### src/rtl/oam_dma.sv
// ---------------------------------------------------------------------------
// oam_dma -- sprite DMA engine between the CPU bus and PPU sprite memory.
//
// A CPU write to DMA_REG halts the CPU (rdy=0) and copies the 256 bytes of
// CPU page {cpu_d,8'h00} into OAM, starting at the OAMADDR value sampled at
// the trigger and wrapping modulo 256. Every state change happens on a
// clock25 edge with ce_cpu=1; only the oam_w strobe clears on the very next
// clock25 edge so that each OAM write is exactly one clock25 wide.
//
// Optional feature macro: OAM_DMA_ALIGN_EN
//   defined   : HALT inserts one ALIGN cycle when the CPU-cycle parity flop
//               is odd (513 or 514 halted cycles).
//   undefined : no ALIGN state, no parity flop, always 513 halted cycles.
//
// Ports:
//   clock25   in   system clock
//   reset_n   in   asynchronous active-low reset
//   ce_cpu    in   CPU-cycle clock enable (one clock25 pulse per CPU cycle)
//   cpu_a     in   CPU address
//   cpu_d     in   CPU write data
//   cpu_w     in   CPU write strobe
//   oam_start in   current PPU OAMADDR
//   dma_a     out  bus address while bus_own=1
//   dma_i     in   bus read data, valid one ce_cpu period after dma_a
//   bus_own   out  DMA owns the bus address (READ/WRITE states)
//   rdy       out  0 = CPU halted
//   oam_a     out  OAM write address
//   oam_d     out  OAM write data
//   oam_w     out  OAM write strobe, one clock25 wide
//   busy      out  transfer in progress
// ---------------------------------------------------------------------------
module oam_dma #(
    parameter logic [15:0] DMA_REG = 16'h4014
) (
    input  logic        clock25,
    input  logic        reset_n,
    input  logic        ce_cpu,
    input  logic [15:0] cpu_a,
    input  logic [7:0]  cpu_d,
    input  logic        cpu_w,
    input  logic [7:0]  oam_start,
    output logic [15:0] dma_a,
    input  logic [7:0]  dma_i,
    output logic        bus_own,
    output logic        rdy,
    output logic [7:0]  oam_a,
    output logic [7:0]  oam_d,
    output logic        oam_w,
    output logic        busy
);

    typedef enum logic [2:0] {
        S_IDLE  = 3'd0,
        S_HALT  = 3'd1,
`ifdef OAM_DMA_ALIGN_EN
        S_ALIGN = 3'd2,
`endif
        S_READ  = 3'd3,
        S_WRITE = 3'd4
    } state_t;

    state_t      state_q, state_d;
    logic [7:0]  page_q,  page_d;
    logic [7:0]  idx_q,   idx_d;
    logic [7:0]  base_q,  base_d;
    logic [7:0]  oam_a_q, oam_a_d;
    logic [7:0]  oam_d_q, oam_d_d;
    logic        oam_w_q, oam_w_d;

`ifdef OAM_DMA_ALIGN_EN
    // CPU-cycle parity; decides whether HALT needs an extra alignment cycle.
    logic odd_q;

    always_ff @(posedge clock25 or negedge reset_n) begin
        if (!reset_n) begin
            odd_q <= 1'b0;
        end else if (ce_cpu) begin
            odd_q <= ~odd_q;
        end
    end
`endif

    always_ff @(posedge clock25 or negedge reset_n) begin
        if (!reset_n) begin
            state_q <= S_IDLE;
            page_q  <= 8'h00;
            idx_q   <= 8'h00;
            base_q  <= 8'h00;
            oam_a_q <= 8'h00;
            oam_d_q <= 8'h00;
            oam_w_q <= 1'b0;
        end else begin
            state_q <= state_d;
            page_q  <= page_d;
            idx_q   <= idx_d;
            base_q  <= base_d;
            oam_a_q <= oam_a_d;
            oam_d_q <= oam_d_d;
            oam_w_q <= oam_w_d;
        end
    end

    always_comb begin
        state_d = state_q;
        page_d  = page_q;
        idx_d   = idx_q;
        base_d  = base_q;
        oam_a_d = oam_a_q;
        oam_d_d = oam_d_q;
        // The strobe is not held: it drops on the edge after it rises.
        oam_w_d = 1'b0;

        if (ce_cpu) begin
            case (state_q)
                S_IDLE: begin
                    // Only accepted from IDLE, so the tick that ends a
                    // transfer can never start another one.
                    if (cpu_w && (cpu_a == DMA_REG)) begin
                        page_d  = cpu_d;
                        idx_d   = 8'h00;
                        base_d  = oam_start;
                        state_d = S_HALT;
                    end
                end
                S_HALT: begin
`ifdef OAM_DMA_ALIGN_EN
                    state_d = odd_q ? S_ALIGN : S_READ;
`else
                    state_d = S_READ;
`endif
                end
`ifdef OAM_DMA_ALIGN_EN
                S_ALIGN: begin
                    state_d = S_READ;
                end
`endif
                S_READ: begin
                    state_d = S_WRITE;
                end
                S_WRITE: begin
                    oam_d_d = dma_i;
                    oam_a_d = base_q + idx_q;
                    oam_w_d = 1'b1;
                    idx_d   = idx_q + 8'h01;
                    state_d = (idx_q == 8'hFF) ? S_IDLE : S_READ;
                end
                default: begin
                    state_d = S_IDLE;
                end
            endcase
        end
    end

    // Status outputs decode straight from the state register so that an
    // asynchronous reset releases the CPU and the bus immediately.
    assign busy    = (state_q != S_IDLE);
    assign rdy     = ~busy;
    assign bus_own = (state_q == S_READ) || (state_q == S_WRITE);
    // idx only advances on the WRITE tick, so the address is stable across
    // the READ/WRITE pair; the low byte never carries into the page.
    assign dma_a   = bus_own ? {page_q, idx_q} : 16'h0000;
    assign oam_a   = oam_a_q;
    assign oam_d   = oam_d_q;
    assign oam_w   = oam_w_q;

endmodule

### config.mk
export PLATFORM = sky130hd
export DESIGN_NAME = oam_dma
export DESIGN_NICKNAME = d
export VERILOG_FILES = /design/src/rtl/oam_dma.sv
export SDC_FILE = /design/constraint.sdc
export NUM_CORES = 1
export LEC_CHECK = 0
export ABC_CLOCK_PERIOD_IN_PS = 2400
export CAP_MARGIN = 20
export CORE_AREA = 10 10 83 85
export CTS_BUF_LIST = sky130_fd_sc_hd__clkbuf_16
export CTS_CLUSTER_DIAMETER = 60
export CTS_CLUSTER_SIZE = 8
export DETAILED_ROUTE_END_ITERATION = 8
export DIE_AREA = 0 0 93 95
export PLACE_DENSITY = 0.77
export REMOVE_ABC_BUFFERS = 1
export SYNTH_ARGS = -nofsm -noshare
export SYNTH_HDL_FRONTEND = slang
export SYNTH_SLANG_ARGS = --single-unit
### constraint.sdc
create_clock -name clock25 -period 2.4 [get_ports clock25]
set_input_delay 0.24 -clock clock25 [delete_from_list [all_inputs] [get_ports clock25]]
set_output_delay 0.24 -clock clock25 [all_outputs]
set_load 0.005 [all_outputs]
==> results.md, run 1 <==
* Status: finished, final reports clean
* Post-synth top area share at between 40% and 50%
* Synth cell count leaders: 47 x nand2_1, 44 x dfrtp_1, 18 x o21ai_0
* Number of global-route vias before repair at approximately 2000
* Comb pwr share at between 20 and 30%
* Die Area at 8840 µm²
* Final hold viol count at 0
* Global-route wire length before repair at about 10000 µm
* Yosys reg bits at 44
* First DRT Iteration DRCs at 75
* Die Y at around 95 µm
* Net switching power at roughly 0.00063 W
* Post-synth cell types at 41
* TritonRoute pass-1 iters at 4
* CTS clk-pin slew, worst paths at roughly 60 ps
* Fin. max-slew vios at 0
* Vias per inst at 4.92
* Gr ovfl total at 0
* Avg WL per Cell at 15.3 µm
* Ports at 80
* Synth-to-Final Area Change at 47.0%
* Critical Path AT at between 2000 and 2500 ps
* Clock insertion delay at the later pin of the skew report at about 280 ps
* DP HPWL at 4610 µm
* Switching part of the total at approximately 27%
* Peak VDD IR at roughly 0.38 mV
* Remaining DRCs at 0
* Post-Syn Area at roughly 2300 µm²
* Count leader, synth: nand2_1
* Hold Path Class: in -> async
* ANT cells at 0
* Worst Setup Start Kind: register
* Busiest metal layer after global routing: met2
* Filler cell count at between 400 and 500
* CTS buffer count at 5
* Setup Viol. Count Final at 0
* Layout Skew at approximately 4.0 ps
* Largest area contributor in the netlist: dfrtp_1
* RSZ-0062 raised after global routing: no
* Final #Nets at around 370
* Fin Setup TNS at 0 ps
* H-tree levels at 2
* Final worst-path cycle share at between 90% and 100%
* Leakage at roughly 1.5 nW
* Share of cells above drive strength 1 at 13.3%
* Least-Margin Pin Slew at 506 ps
* I/O Buffers at 79
* Initial antenna violation count at 0
* Via count at roughly 1900
* CTS sink count at 44
* M1 GR Usage at about 17%
* Root Buffer: clkbuf_16
* Post-synth EDFFs at 0
* GPL Wtd Cong at about 0.82
* Clock power share at roughly 33%
* Worst slew margin at 66.3%
* Post-Syn Instances at approximately 230
* Met3 Use GR at between 5 and 6%
* Total of warnings raised by yosys at 0
* Post-CTS Setup Repair Bufs at 0
* Largest cells by area after synthesis: dfrtp_1 48%, nand2_1 7.8%, mux2_2 7.4%
* Tot GR Track Use at between 10 and 15%
* Crit path capture type: output pin
* PD cells at 696 nW/µm²
* Initial Util at roughly 43%
* Pin count of the biggest net entering global routing at 24
* Routed WL at about 5900 µm
* Critical path type: reg -> out
* Flop pwr share at slightly above 40%
* Met2 global-route usage at 22.1%
* Row Count at 27
* Post-route minimum period at roughly 2300 ps
* TritonCTS clock tree: built
* Pint at 0.00170 W
* Sequential cell area fraction in the yosys report at between 40% and 50%
* Required time of the critical path at 2160 ps
* Fin Hold WS at 472 ps
* Average size of a mapped cell at roughly 10 µm²
* Critical Path Fanout Max at 10
* FMAX at approximately 0.44 GHz
* Die W at 93 µm
* Post-route ant nets at 0
* Core ar. at around 5300 µm²
* Synth async-reset ratio at 100%
* Top_reg_cell synth: dfrtp_1
* Max clock buf depth at 2
* Max Cap Viol at 0
-- registers in the layout, summed over array words and instances, names as in the netlist --
signal	cells
base_q	8
idx_q	8
oam_a	8
oam_d	8
oam_w	1
page_q	8
state_q	3
-- power groups by stage --
| stage | logic, W | registers (W) | clock network [W] |
|---|---|---|---|
| 6_report | 0.000604 | 0.000966 | 0.000758 |
| 5_1_grt | 0.000670 | 0.000987 | 0.000808 |
| 4_1_cts | 0.000617 | 0.000966 | 0.000775 |
| 3_5_place_dp | 0.000613 | 0.000976 | 0 |
| 3_3_place_gp | 0.000601 | 0.000978 | 0 |
| 2_1_floorplan | 0.000210 | 0.000964 | 0 |
-- timing repair --
item,in CTS,in global routing
hold endpoints to repair,22,0
gates resized for setup,0,2
hold buffers,1,0
setup endpoints to repair,0,16
-- cells by family after synthesis --
group           count (synthesis)  synth area share, %
simple gates                  100                 22.6
flops                          44                 48.4
compound gates                 38                 10.3
mux                            16                 7.86
buf+inv                        15                 3.63
fa+ha+maj                       9                 5.28
xor+xnor                        5                 1.92
-- layout make-up --
class | count | area (µm²) | share of cell area (%)
tap | 72 | 90.1 | 2.69
timing repair buffer | 88 | 868 | 26.0
clock inverter | 3 | 38.8 | 1.16
multi-input combinational | 168 | 1090 | 32.7
inverter | 7 | 26.3 | 0.785
clock buffer | 5 | 125 | 3.74
sequential | 44 | 1100 | 32.9
-- per-layer routing --
layer / share of wire [%] / routed length, µm
met5: 0 / 0
met4: 1.3 / 78
met3: 7.6 / 451
met2: 45 / 2660
met1: 46 / 2750
-- per-stage QoR --
stage / util [%] / area [µm²] / instances / power (W) / setup WS (ps)
6_report: 62.7 / 3350 / 387 / 0.00233 / 145
5_1_grt: 62.7 / 3350 / 387 / 0.00247 / 1.70
4_1_cts: 62.6 / 3340 / 387 / 0.00236 / 54.9
3_5_place_dp: 59.4 / 3170 / 378 / 0.00159 / 217
3_3_place_gp: 59.4 / 3170 / 378 / 0.00158 / 281
2_1_floorplan: - / 2220 / 219 / 0.00117 / 336
-- critical path, stage by stage (launching register included) --
cell and delay [ps]:
dfrtp_2 470, nor2b_2 160, nand2_1 70, o21ai_1 160, buf_4 220, and2_1 140, clkdlybuf4s50_1 510
-- cells in the final DEF, fill, tap and decap left out, types with 5 or more instances in the layout --
master and n:
nor3_1 6, mux2_2 15, buf_4 7, clkdlybuf4s50_1 78, nor2_1 5, clkbuf_16 5
dfrtp_1 43, o21ai_0 17, inv_1 8, ha_1 8, nand2_1 47, a21oi_1 6
and2_1 16, nand3_1 10
-- path summary, 6_finish.rpt --
check | from | to | slack, ps | cells past startpoint
setup / recovery | state_q[2] | dma_a[2] | 140 | 6
setup reg to reg | idx_q[0] | oam_a[6] | 410 | 8
min in group clock25 | oam_d[6] | oam_d[6] | 470 | 2
hold / removal | reset_n | idx_q[6] | 470 | 2
max in group asynchronous | reset_n | state_q[2] | 1220 | 3
hold reg to reg | oam_d[6] | oam_d[6] | 470 | 2
No activity file was read; power rests on OpenSTA's default activity.
==> run 2: changes to the inputs <==
Settings changed: PLACE_DENSITY 0.77 to 0.81.
==> results.md, run 2 (same netlist as run 1, synthesis figures left out) <==
* Fin Setup TNS at 0 ps (unchanged)
* Tot GR Track Use at 13.5% (was 13.9%)
* Max Cap Viol at 0 (unchanged)
* R2r setup slk at 430 ps (was 410 ps)
* TritonCTS clock tree: built (unchanged)
* Most frequent cells in the layout: 78 x clkdlybuf4s50_1, 47 x nand2_1, 43 x dfrtp_1 (unchanged)
* CTS buffer count at 5 (unchanged)
* Routed WL at 5940 µm (about the same)
* Global-route wire length before repair at 9660 µm (was 9960 µm)
* Clock insertion delay at the later pin of the skew report at 280 ps (about the same)
* Multi-input logic area at 1090 µm² (unchanged)
* Share of cells above drive strength 1 at 12.5% (was 13.3%)
* TritonRoute pass-1 iters at 4 (unchanged)
* CTS sink count at 44 (unchanged)
* Crit path capture type: output pin (unchanged)
* Critical path type: reg -> out (unchanged)
* Commonest non-fill, non-tap cell in the layout: clkdlybuf4s50_1 (unchanged)
* Post-route ant nets at 0 (unchanged)
* First DRT Iteration DRCs at 93 (was 75)
* Remaining DRCs at 0 (unchanged)
* CTS clk-pin slew, worst paths at 60 ps (about the same)
* Final worst-path cycle share at 92.3% (was 94.0%)
* Fin. max-slew vios at 0 (unchanged)
* Via count at 1897 (was 1903)
* Layout Skew at 4.11 ps (was 3.98 ps)
* Ports at 80 (unchanged)
* Number of global-route vias before repair at 1975 (was 1992)
* Gr ovfl total at 0 (unchanged)
* Peak VDD IR at 0.465 mV (was 0.384 mV)
* RSZ-0062 raised after global routing: no (unchanged)
* GPL Wtd Cong at 0.796 (was 0.823)
* Initial antenna violation count at 0 (unchanged)
* Filler cell count at 458 (was 463)
* Die Y at 95 µm (unchanged)
* R2R Path End: oam_a[6] (unchanged)
* Initial Util at 42.6% (unchanged)
* Slowest CP cell: clkdlybuf4s50_1 (unchanged)
* Critical Path AT at 1970 ps (was 2020 ps)
* Pin count of the biggest net entering global routing at 45 (was 24)
* I/O Buffers at 79 (unchanged)
* Row Count at 27 (unchanged)
* Die W at 93 µm (unchanged)
* Core ar. at 5340 µm² (unchanged)
* CP bufs+invs at 2 (unchanged)
* Crit-path cells: nor2b_2 -> nand2_1 -> o21ai_1 -> buf_4 -> and2_1 -> clkdlybuf4s50_1 (unchanged)
* Post-layout util at 62.0% (was 62.7%)
* Fin Hold WS at 116 ps (was 472 ps)
* Register Area at 1100 µm² (unchanged)
* Worst path top cell family by delay: buffers and inverters (unchanged)
* Setup Viol. Count Final at 0 (unchanged)
* Largest stage delay, worst path at 500 ps (was 510 ps)
* Critical Path Fanout Max at 12 (was 10)
* Worst r2r path cells at 8 (unchanged)
* Required time of the critical path at 2160 ps (about the same)
* Worst slew margin at 34.7% (was 66.3%)
* Final #Nets at 364 (was 367)
* Least-Margin Pin Slew at 979 ps (was 506 ps)
* Final hold viol count at 0 (unchanged)
* Hold-fix buffers, CTS at 0 (was 1)
* Worst Setup Start Kind: register (unchanged)
* Vias per inst at 4.94 (was 4.92)
* ANT cells at 0 (unchanged)
* Root Buffer: clkbuf_16 (unchanged)
* Avg WL per Cell at 15.5 µm (was 15.3 µm)
* Reg-to-reg startpoint: idx_q[0] (unchanged)
* DP HPWL at 4350 µm (was 4610 µm)
* Max clock buf depth at 2 (unchanged)
* Synth-to-Final Area Change at 45.3% (was 47.0%)
* FMAX at 0.452 GHz (was 0.443 GHz)
* Hold Path Class: in -> async (unchanged)
* Status: finished, final reports clean (unchanged)
* Leakage at 1.50 nW (was 1.52 nW)
* H-tree levels at 2 (unchanged)
* PD cells at 701 nW/µm² (was 696 nW/µm²)
* Post-route minimum period at 2210 ps (was 2260 ps)
* Die Area at 8840 µm² (unchanged)
-- run 2: timing repair --
item                                    in CTS  in global routing
resized for setup                            0                  3
buffers inserted                             0                  0
endpoints found under the setup margin       0                 16
-- run 2: worst max path at each step --
stage               start         to  slack [ps]  cells past startpoint
4_1_cts        state_q[0]  dma_a[12]          80                      5
3_5_place_dp     cpu_a[8]   idx_q[5]         180                      6
6_report       state_q[2]  dma_a[11]         190                      6
2_1_floorplan  state_q[1]  base_q[0]         340                      4
5_1_grt        state_q[0]   dma_a[6]           5                      6
3_3_place_gp     cpu_a[8]   idx_q[5]         300                      6
-- run 2: power by group --
group / switching (W) / internal (W)
sequential: 0.000113 / 0.000859
clock: 0.000262 / 0.000483
combinational: 0.000248 / 0.000353
-- run 2: layer usage --
| layer | wire length, µm | up-vias | global-route usage, % |
|---|---|---|---|
| met4 | 54 | 0 | 3.86 |
| met5 | 0 | - | 0 |
| li1 | - | 947 | - |
| met2 | 2990 | 52 | 23.1 |
| met3 | 270 | 5 | 3.81 |
| met1 | 2630 | 893 | 16.3 |
-- run 2: final cells by class --
class / count / area share [%]
Sequential cell: 44 / 33.3
Clock buffer: 5 / 3.78
Tap cell: 72 / 2.72
Multi-Input combinational cell: 168 / 33.1
Timing Repair Buffer: 85 / 25.1
Clock inverter: 3 / 1.14
Inverter: 7 / 0.795
-- run 2: through the flow --
step	total power, W	std cells	cell area (µm²)	setup slack (ps)
final	0.00232	384	3310	185
after detailed placement	0.00158	376	3140	184
after CTS	0.00234	384	3300	75.1
after global placement	0.00157	376	3140	300
after floorplan	0.00117	219	2220	336
after global routing	0.00245	384	3310	5.16
